--- src/rtl/ps2_host_tx.sv ---
// ps2_host_tx: host-to-device PS/2 transmitter.
// The block sends one command byte, such as 0xED (set LEDs) or 0xFF (reset), to the device.
// It holds CLK low to inhibit the bus, then pulls DAT low to request to send. The device
// then generates the clocks, and on each of them the block shifts out 8 data bits, odd
// parity and stop. Finally it samples the device ACK.
// Both lines are open-drain: an *_oe output of 1 pulls the pin low.
// Ports:
//   i_clk, i_rst_n              sampling clock, async active-low reset
//   i_valid, i_data, o_ready    command handshake (accepted on i_valid && o_ready)
//   o_busy                      high whenever a transfer is in flight
//   i_ps2_clk, i_ps2_dat        raw pin levels (asynchronous)
//   o_ps2_clk_oe, o_ps2_dat_oe  pin pull-down enables
//   o_done, o_ack_ok, o_error   one-cycle transfer result
module ps2_host_tx #(
  parameter int INHIBIT_CYCLES = 12,
  parameter int TIMEOUT_CYCLES = 2000
) (
  input  logic       i_clk,
  input  logic       i_rst_n,
  input  logic       i_valid,
  input  logic [7:0] i_data,
  output logic       o_ready,
  output logic       o_busy,
  input  logic       i_ps2_clk,
  input  logic       i_ps2_dat,
  output logic       o_ps2_clk_oe,
  output logic       o_ps2_dat_oe,
  output logic       o_done,
  output logic       o_ack_ok,
  output logic       o_error
);

  localparam int CW = $clog2(INHIBIT_CYCLES + 1);
  localparam int TW = $clog2(TIMEOUT_CYCLES + 1);

  typedef enum logic [2:0] {IDLE, INHIBIT, REQ, SEND, ACK} state_t;

  state_t        state;
  logic [CW-1:0] cnt;
  logic [TW-1:0] tcnt;
  logic [3:0]    bit_idx;
  logic [9:0]    frame;
  logic [1:0]    clk_s, dat_s;
  logic          clk_d;
  logic          fall;

  // Two-flop synchronizers; reset to the idle-high bus level so that
  // reset release never produces a spurious falling edge.
  always_ff @(posedge i_clk or negedge i_rst_n) begin
    if (!i_rst_n) begin
      clk_s <= 2'b11;
      dat_s <= 2'b11;
      clk_d <= 1'b1;
    end else begin
      clk_s <= {clk_s[0], i_ps2_clk};
      dat_s <= {dat_s[0], i_ps2_dat};
      clk_d <= clk_s[1];
    end
  end

  assign fall = clk_d & ~clk_s[1];

  always_ff @(posedge i_clk or negedge i_rst_n) begin
    if (!i_rst_n) begin
      state        <= IDLE;
      cnt          <= '0;
      tcnt         <= '0;
      bit_idx      <= '0;
      frame        <= '0;
      o_ps2_clk_oe <= 1'b0;
      o_ps2_dat_oe <= 1'b0;
      o_done       <= 1'b0;
      o_ack_ok     <= 1'b0;
      o_error      <= 1'b0;
      o_ready      <= 1'b1;
      o_busy       <= 1'b0;
    end else begin
      o_done   <= 1'b0;
      o_ack_ok <= 1'b0;
      o_error  <= 1'b0;
      case (state)
        IDLE: begin
          // The o_done cycle is spent here with o_ready still low, so
          // o_ready reasserts one cycle after o_done.
          o_ps2_clk_oe <= 1'b0;
          o_ps2_dat_oe <= 1'b0;
          o_ready      <= 1'b1;
          o_busy       <= 1'b0;
          if (i_valid && o_ready) begin
            frame        <= {1'b1, ~^i_data, i_data};
            cnt          <= '0;
            o_ps2_clk_oe <= 1'b1;
            o_ready      <= 1'b0;
            o_busy       <= 1'b1;
            state        <= INHIBIT;
          end
        end
        INHIBIT: begin
          if (cnt == CW'(INHIBIT_CYCLES - 1)) begin
            o_ps2_dat_oe <= 1'b1;  // start bit; CLK still held for the REQ cycle
            state        <= REQ;
          end else begin
            cnt <= cnt + 1'b1;
          end
        end
        REQ: begin
          o_ps2_clk_oe <= 1'b0;    // hand the clock to the device
          tcnt         <= '0;
          bit_idx      <= '0;
          state        <= SEND;
        end
        SEND: begin
          if (fall) begin
            // Present the next bit while the device clock is low.
            // It is sampled on the following rise.
            tcnt         <= '0;
            o_ps2_dat_oe <= ~frame[bit_idx];
            bit_idx      <= bit_idx + 1'b1;
            if (bit_idx == 4'd9) state <= ACK;
          end else if (tcnt == TW'(TIMEOUT_CYCLES - 1)) begin
            o_ps2_clk_oe <= 1'b0;
            o_ps2_dat_oe <= 1'b0;
            o_done       <= 1'b1;
            o_error      <= 1'b1;
            state        <= IDLE;
          end else begin
            tcnt <= tcnt + 1'b1;
          end
        end
        ACK: begin
          o_ps2_dat_oe <= 1'b0;
          if (fall) begin
            o_done   <= 1'b1;
            o_ack_ok <= ~dat_s[1];
            o_error  <= dat_s[1];
            state    <= IDLE;
          end else if (tcnt == TW'(TIMEOUT_CYCLES - 1)) begin
            o_ps2_clk_oe <= 1'b0;
            o_done       <= 1'b1;
            o_error      <= 1'b1;
            state        <= IDLE;
          end else begin
            tcnt <= tcnt + 1'b1;
          end
        end
        default: state <= IDLE;
      endcase
    end
  end

endmodule

--- config.mk ---
export PLATFORM = sky130hd
export DESIGN_NAME = ps2_host_tx
export DESIGN_NICKNAME = d
export VERILOG_FILES = /design/src/rtl/ps2_host_tx.sv
export SDC_FILE = /design/constraint.sdc
export NUM_CORES = 1
export LEC_CHECK = 0
export ABC_AREA = 1
export CAP_MARGIN = 20
export CORE_MARGIN = 2
export CORE_UTILIZATION = 35
export CTS_CLUSTER_SIZE = 14
export DETAILED_ROUTE_END_ITERATION = 10
export PLACE_DENSITY = 0.55
export SETUP_SLACK_MARGIN = 0.5
export SYNTH_ARGS = -nofsm -noshare
export SYNTH_HDL_FRONTEND = slang
export SYNTH_SLANG_ARGS = --single-unit
--- constraint.sdc ---
create_clock -name i_clk -period 1.65 [get_ports i_clk]
set_input_delay 0.2475 -clock i_clk [delete_from_list [all_inputs] [get_ports i_clk]]
set_output_delay 0.2475 -clock i_clk [all_outputs]
set_load 0.02 [all_outputs]
## After elaboration in Yosys (flattened, before gate mapping)

Index checks and enable logic that the tools add are counted.
W data, S select, Z words.

- $add $sub $neg: 3
- Magnitude comparators: 1
- Equality and inequality tests: 16
- Mux-type cells: 34
- Bitwise gates (word level): 4
- Reduce and logical (&&, ||, !) cells: 17

Operator list:

| operator | number |
|---|---|
| $mux W11 | 3 |
| $pmux W11 S3 | 1 |
| $mux W3 | 6 |
| $pmux W4 S2 | 2 |
| $pmux W3 S5 | 1 |
| $mux W1 | 13 |
| $mux W4 | 3 |
| $ne A2 B2 Y1 const B | 6 |
| $reduce_and A3 Y1 | 4 |
| $add A11 B1 Y11 const B | 1 |
| $eq A11 B11 Y1 const B | 1 |
| $reduce_bool A3 Y1 | 3 |
| $add A4 B1 Y4 const B | 2 |
| $eq A4 B4 Y1 const B | 2 |
| $reduce_xnor A8 Y1 | 1 |
| $eq A3 B2 Y1 const B | 2 |
| $ne A3 B3 Y1 const B | 2 |
| $pmux W1 S3 | 2 |
| $reduce_and A2 Y1 | 3 |
| $lt A4 B5 Y1 const B | 1 |
| $bmux W1 S4 | 1 |
| $pmux W1 S2 | 2 |
| $reduce_bool A2 Y1 | 2 |
| $reduce_or A2 Y1 | 2 |
| other kinds (7) | 9 |

- Register bits: 44
- Bits of input ports: 13
- Word-level logic and storage cells: 90

## Depth between registers and ports, before layout

- Depth in word-level cells: 5
- Mapped depth: 10

## Worst setup path before layout

OpenSTA, ideal clock, no wires.

- Kind: reg-to-reg
- Start point: reg tcnt[0]
- End point: reg o_ps2_dat_oe
- Arrival: 1.284 ns
- Data required time: 1.529 ns
- Slack: 0.245 ns
- Cell stages (with the launch flop): 9
- Clock period less this slack: 1.405 ns
- Path through: dfrtp_1 ha_1 nand2_1 nor2_4 nand3_2 nand2_1 nand2_1 nor2_1 a21oi_1

- Cells in the longest elaborated chain, start to end: 3

RTL lines:

| item | RTL line | RTL |
|---|---|---|
| start: declaration | 40 | `logic [TW-1:0] tcnt;` |
| start signal: assignment | 127 | `tcnt <= tcnt + 1'b1;` |
| start signal: assignment | 143 | `tcnt <= tcnt + 1'b1;` |
| $eq A11 B11 Y1 | 120 | `end else if (tcnt == TW'(TIMEOUT_CYCLES - 1)) begin` |
| $ne A3 B3 Y1 (no source line) | -- |  |
| $reduce_and A3 Y1 (no source line) | -- |  |
| end signal: assignment | 117 | `o_ps2_dat_oe <= ~frame[bit_idx];` |
| end: declaration | 27 | `output logic o_ps2_dat_oe,` |

No other way between the ends.
A chain may end at the register's enable or synchronous reset.

## Worst setup path in the final report

- Start point: reg tcnt[1]
- End point: reg tcnt[1]

- Cells in the longest elaborated chain, start to end: 4

RTL lines:

| item | RTL line | RTL |
|---|---|---|
| $add A11 B1 Y11 or $eq A11 B11 Y1 (tied branches) | -- |  |
| $mux W11 (*) | 120, 137 |  |
| $mux W11 (on tied branches) | 132, 113 |  |
| $pmux W11 S3 (*) | 81 | `case (state)` |

Every way passes the cells marked *; elsewhere a longest branch is shown, timed or not. The select of a mux whose other input is x is not followed.

==> flow_metrics.env <==
export IMPL_rows=30
export IMPL_synth_fa_ha_area_share_pct=2.07
export IMPL_crit_path_end_kind="register"
export IMPL_place_gp_congestion=0.835
export IMPL_ys_types=32
export IMPL_h_tree_depth=2
export IMPL_synth_simple_gate_area_share_pct=32.0
export IMPL_ff_latch_area_um2=1110
export IMPL_totalWireLength_um=5930
export IMPL_grt_pass1_wl_um=9760
export IMPL_maxCapViolations=0
export IMPL_fin_nets=390
export IMPL_grt_overflow=0
export IMPL_syn_to_final_growth_pct=47.9
export IMPL_crit_family="simple AND/OR/NAND/NOR gates"
export IMPL_avgSynthCellArea_um2=8.04
export IMPL_die_height_um=87.2
export IMPL_multi_input_area_um2=1450
export IMPL_diodes=0
export IMPL_min_to="dat_s[0]"
export IMPL_cts_buffer_depth=2
export IMPL_tightest_slew_ns=0.322
export IMPL_viasPerCell=4.81
export IMPL_final_util_pct=53.0
export IMPL_finalSetupTns_ns=0
export IMPL_drc=0
export IMPL_start_util_pct=35.8
export IMPL_cts_root_buf="clkbuf_8"
export IMPL_slew_headroom_pct=78.4
export IMPL_worst_r2r_endpoint="tcnt[1]"
export IMPL_r2r_start="tcnt[1]"
export IMPL_core_area_um2=6760
export IMPL_grt_use_total_pct=16.2
export IMPL_fin_crit_ns=1.42
export IMPL_grt_pass1_vias=2137
export IMPL_muxShareOfSynthArea_pct=0
export IMPL_synthCells=301
export IMPL_drive_gt1_share_pct=42.2
export IMPL_first_iter_violations=72
export IMPL_synth_xor_area_share_pct=4.34
export IMPL_path_clk_slew_ns=0.08
export IMPL_hold_start="i_ps2_dat"
export IMPL_final_period_utilization_pct=86.2
export IMPL_ir_drop_mv=0.801
export IMPL_holdWs_ns=0.355
export IMPL_worst_path_max_delay_cell="dfrtp_1"
export IMPL_synth_compound_area_share_pct=8.53
export IMPL_dp_slack_ns=0.0992
export IMPL_power_leakage_uw=0.00171
export IMPL_yosys_warnings=0
export IMPL_antenna_found_initial=0
export IMPL_max_freq_ghz=0.703
export IMPL_path_cells="ha_4, nand2_4, nor2_4, nand3_4, buf_12, nand2_4, nand2_2, nand2_1, nor2_1"
export IMPL_dp_final_hpwl_um=3630
export IMPL_ios=20
export IMPL_die_w_um=87.2
export IMPL_setup_violations=0
export IMPL_arrival_ns=1.61
export IMPL_final_antenna_net_count=0
export IMPL_tritoncts="done"
export IMPL_power_density_nw_per_um2=1400
export IMPL_cp_max_fo=6
export IMPL_cts_sinks=44
export IMPL_insertion_delay_ns=0.30
export IMPL_worst_path_buf_inv=1
export IMPL_syn_num_nets=318
export IMPL_skew_ns=0.00854
export IMPL_grt_max_degree=45
export IMPL_reg2reg_setup_slack_ns=0.23
export IMPL_critical_path_max_stage_delay_ns=0.41
export IMPL_dieArea_um2=7600
export IMPL_hold_viol=0
export IMPL_worst_r2r_path_depth=9
export IMPL_fillers=611
export IMPL_critPathMostFrequentCell="nand2_4"
export IMPL_numCtsBuffers=5
export IMPL_synth_seq_cells=44
export IMPL_wl_per_cell_um=13.1
export IMPL_worstPathRequired_ns=1.84
export IMPL_syn_area_um2=2420
export IMPL_cp_start_kind="register"
export IMPL_maxSlewViolCount=0
export IMPL_critical_path_class="reg -> reg"
export IMPL_ys_seq_area_share_pct=45.8
export IMPL_fin_ws_ns=0.227
export IMPL_hp_class="in -> reg"
export IMPL_min_path_cells=1
export IMPL_port_buffers=19
export IMPL_rsz0062_at_grt="yes"
export IMPL_num_vias=2185
export IMPL_synth_top_family_by_area="simple AND/OR/NAND/NOR gates"
export IMPL_drt_pass1_iter_count=4
export IMPL_status="completed"
==> Yosys cell counts (all sizes together) <==
cell type,n,area [um2]
xnor2,5,43.8
clkbuf,1,3.75
and3,1,6.26
o22ai,1,6.26
dfrtp,38,951
nand2,88,370
a21boi,1,7.51
inv,42,165
nor2,33,156
nand3,31,183
a21oi,10,53.8
dfstp,6,158
o21ai,21,105
buf,1,7.51
ha,4,50.1
xor2,7,61.3
o31ai,1,7.51
nor3,1,5.00
nand4,6,52.6
o2111ai,3,26.3
==> metal layers <==
metal / up-vias / GRT usage [%] / part of all wire, %
met5: - / 0 / 0
met4: 0 / 5.03 / 1.6
met3: 10 / 3.03 / 2.5
met2: 27 / 29.4 / 53
met1: 1036 / 19.4 / 43
li1: 1112 / - / -
==> kinds of logic (layout without fill, tap and decap cells) <==
kind of cell    Yosys count  count (layout)
simple gates            160             160
flops                    44              44
buf+inv                  44             117
compound gates           37              37
xor+xnor                 12              12
fa+ha+maj                 4               4
==> sequential cells by signal, indices dropped and copies added, names as in the netlist, 2 cells and up <==
signal and cells:
tcnt 11, clk_s 2, frame 10, cnt 4, dat_s 2, bit_idx 4
state 3
==> stage by stage <==
| step | total power (uW) | cell area [um2] | std cells |
|---|---|---|---|
| final | 5000 | 3580 | 454 |
| after global routing | 5380 | 3580 | 454 |
| after CTS | 4540 | 3280 | 442 |
| after detailed placement | 3290 | 2820 | 406 |
| after global placement | 3280 | 2820 | 406 |
| after floorplan | 2810 | 2470 | 301 |
==> cell type report <==
class	count	area share, %
inverters	42	5.38
well taps	80	2.80
repair inverters	3	1.22
repair buffers	64	16.7
flip-flops and latches	44	31.0
clock buffers	6	2.03
clock inverters	2	0.350
multi-input cells	213	40.5
==> layout by cell type (no fill, tap or decap), types with 11 or more instances in the layout <==
master / count
nand2_2: 18
dfrtp_1: 36
buf_6: 16
inv_1: 30
nand2_4: 14
buf_4: 25
nand2_1: 56
nor2_1: 17
o21ai_1: 12
nand3_1: 20
clkdlybuf4s50_1: 11
==> power breakdown <==
group | internal, uW | leakage [uW] | switching (uW)
logic | 1260 | 0.00111 | 1480
clock network | 297 | 0.0000412 | 377
registers | 1370 | 0.000556 | 221
total | 2920 | 0.00171 | 2080
==> timing repair <==
| action | in CTS | in global routing |
|---|---|---|
| setup endpoints to repair | 45 | 40 |
| hold buffers | 1 | 0 |
| gates cloned | 3 | 0 |
| buffers inserted | 24 | 12 |
| hold endpoints to repair | 38 | 0 |
| resized for setup | 93 | 54 |
| pin swaps | 19 | 23 |
==> worst reg2reg max path, stage by stage, from the launching register on <==
cell	delay, ns
dfrtp_1	0.41
ha_4	0.17
nand2_4	0.06
nor2_4	0.17
nand3_4	0.17
buf_12	0.17
nand2_4	0.06
nand2_2	0.04
nand2_1	0.05
nor2_1	0.04
==> how the worst max path moves through the flow <==
stage / from / endpoint / cells after the start
floorplan: tcnt[0] / o_ps2_clk_oe / 8
finish: tcnt[1] / tcnt[1] / 9
global placement: i_valid / frame[8] / 5
global route: tcnt[1] / tcnt[9] / 9
CTS: tcnt[0] / tcnt[8] / 8
detailed placement: i_data[5] / frame[8] / 6
No activity file was read; power rests on OpenSTA's default activity.
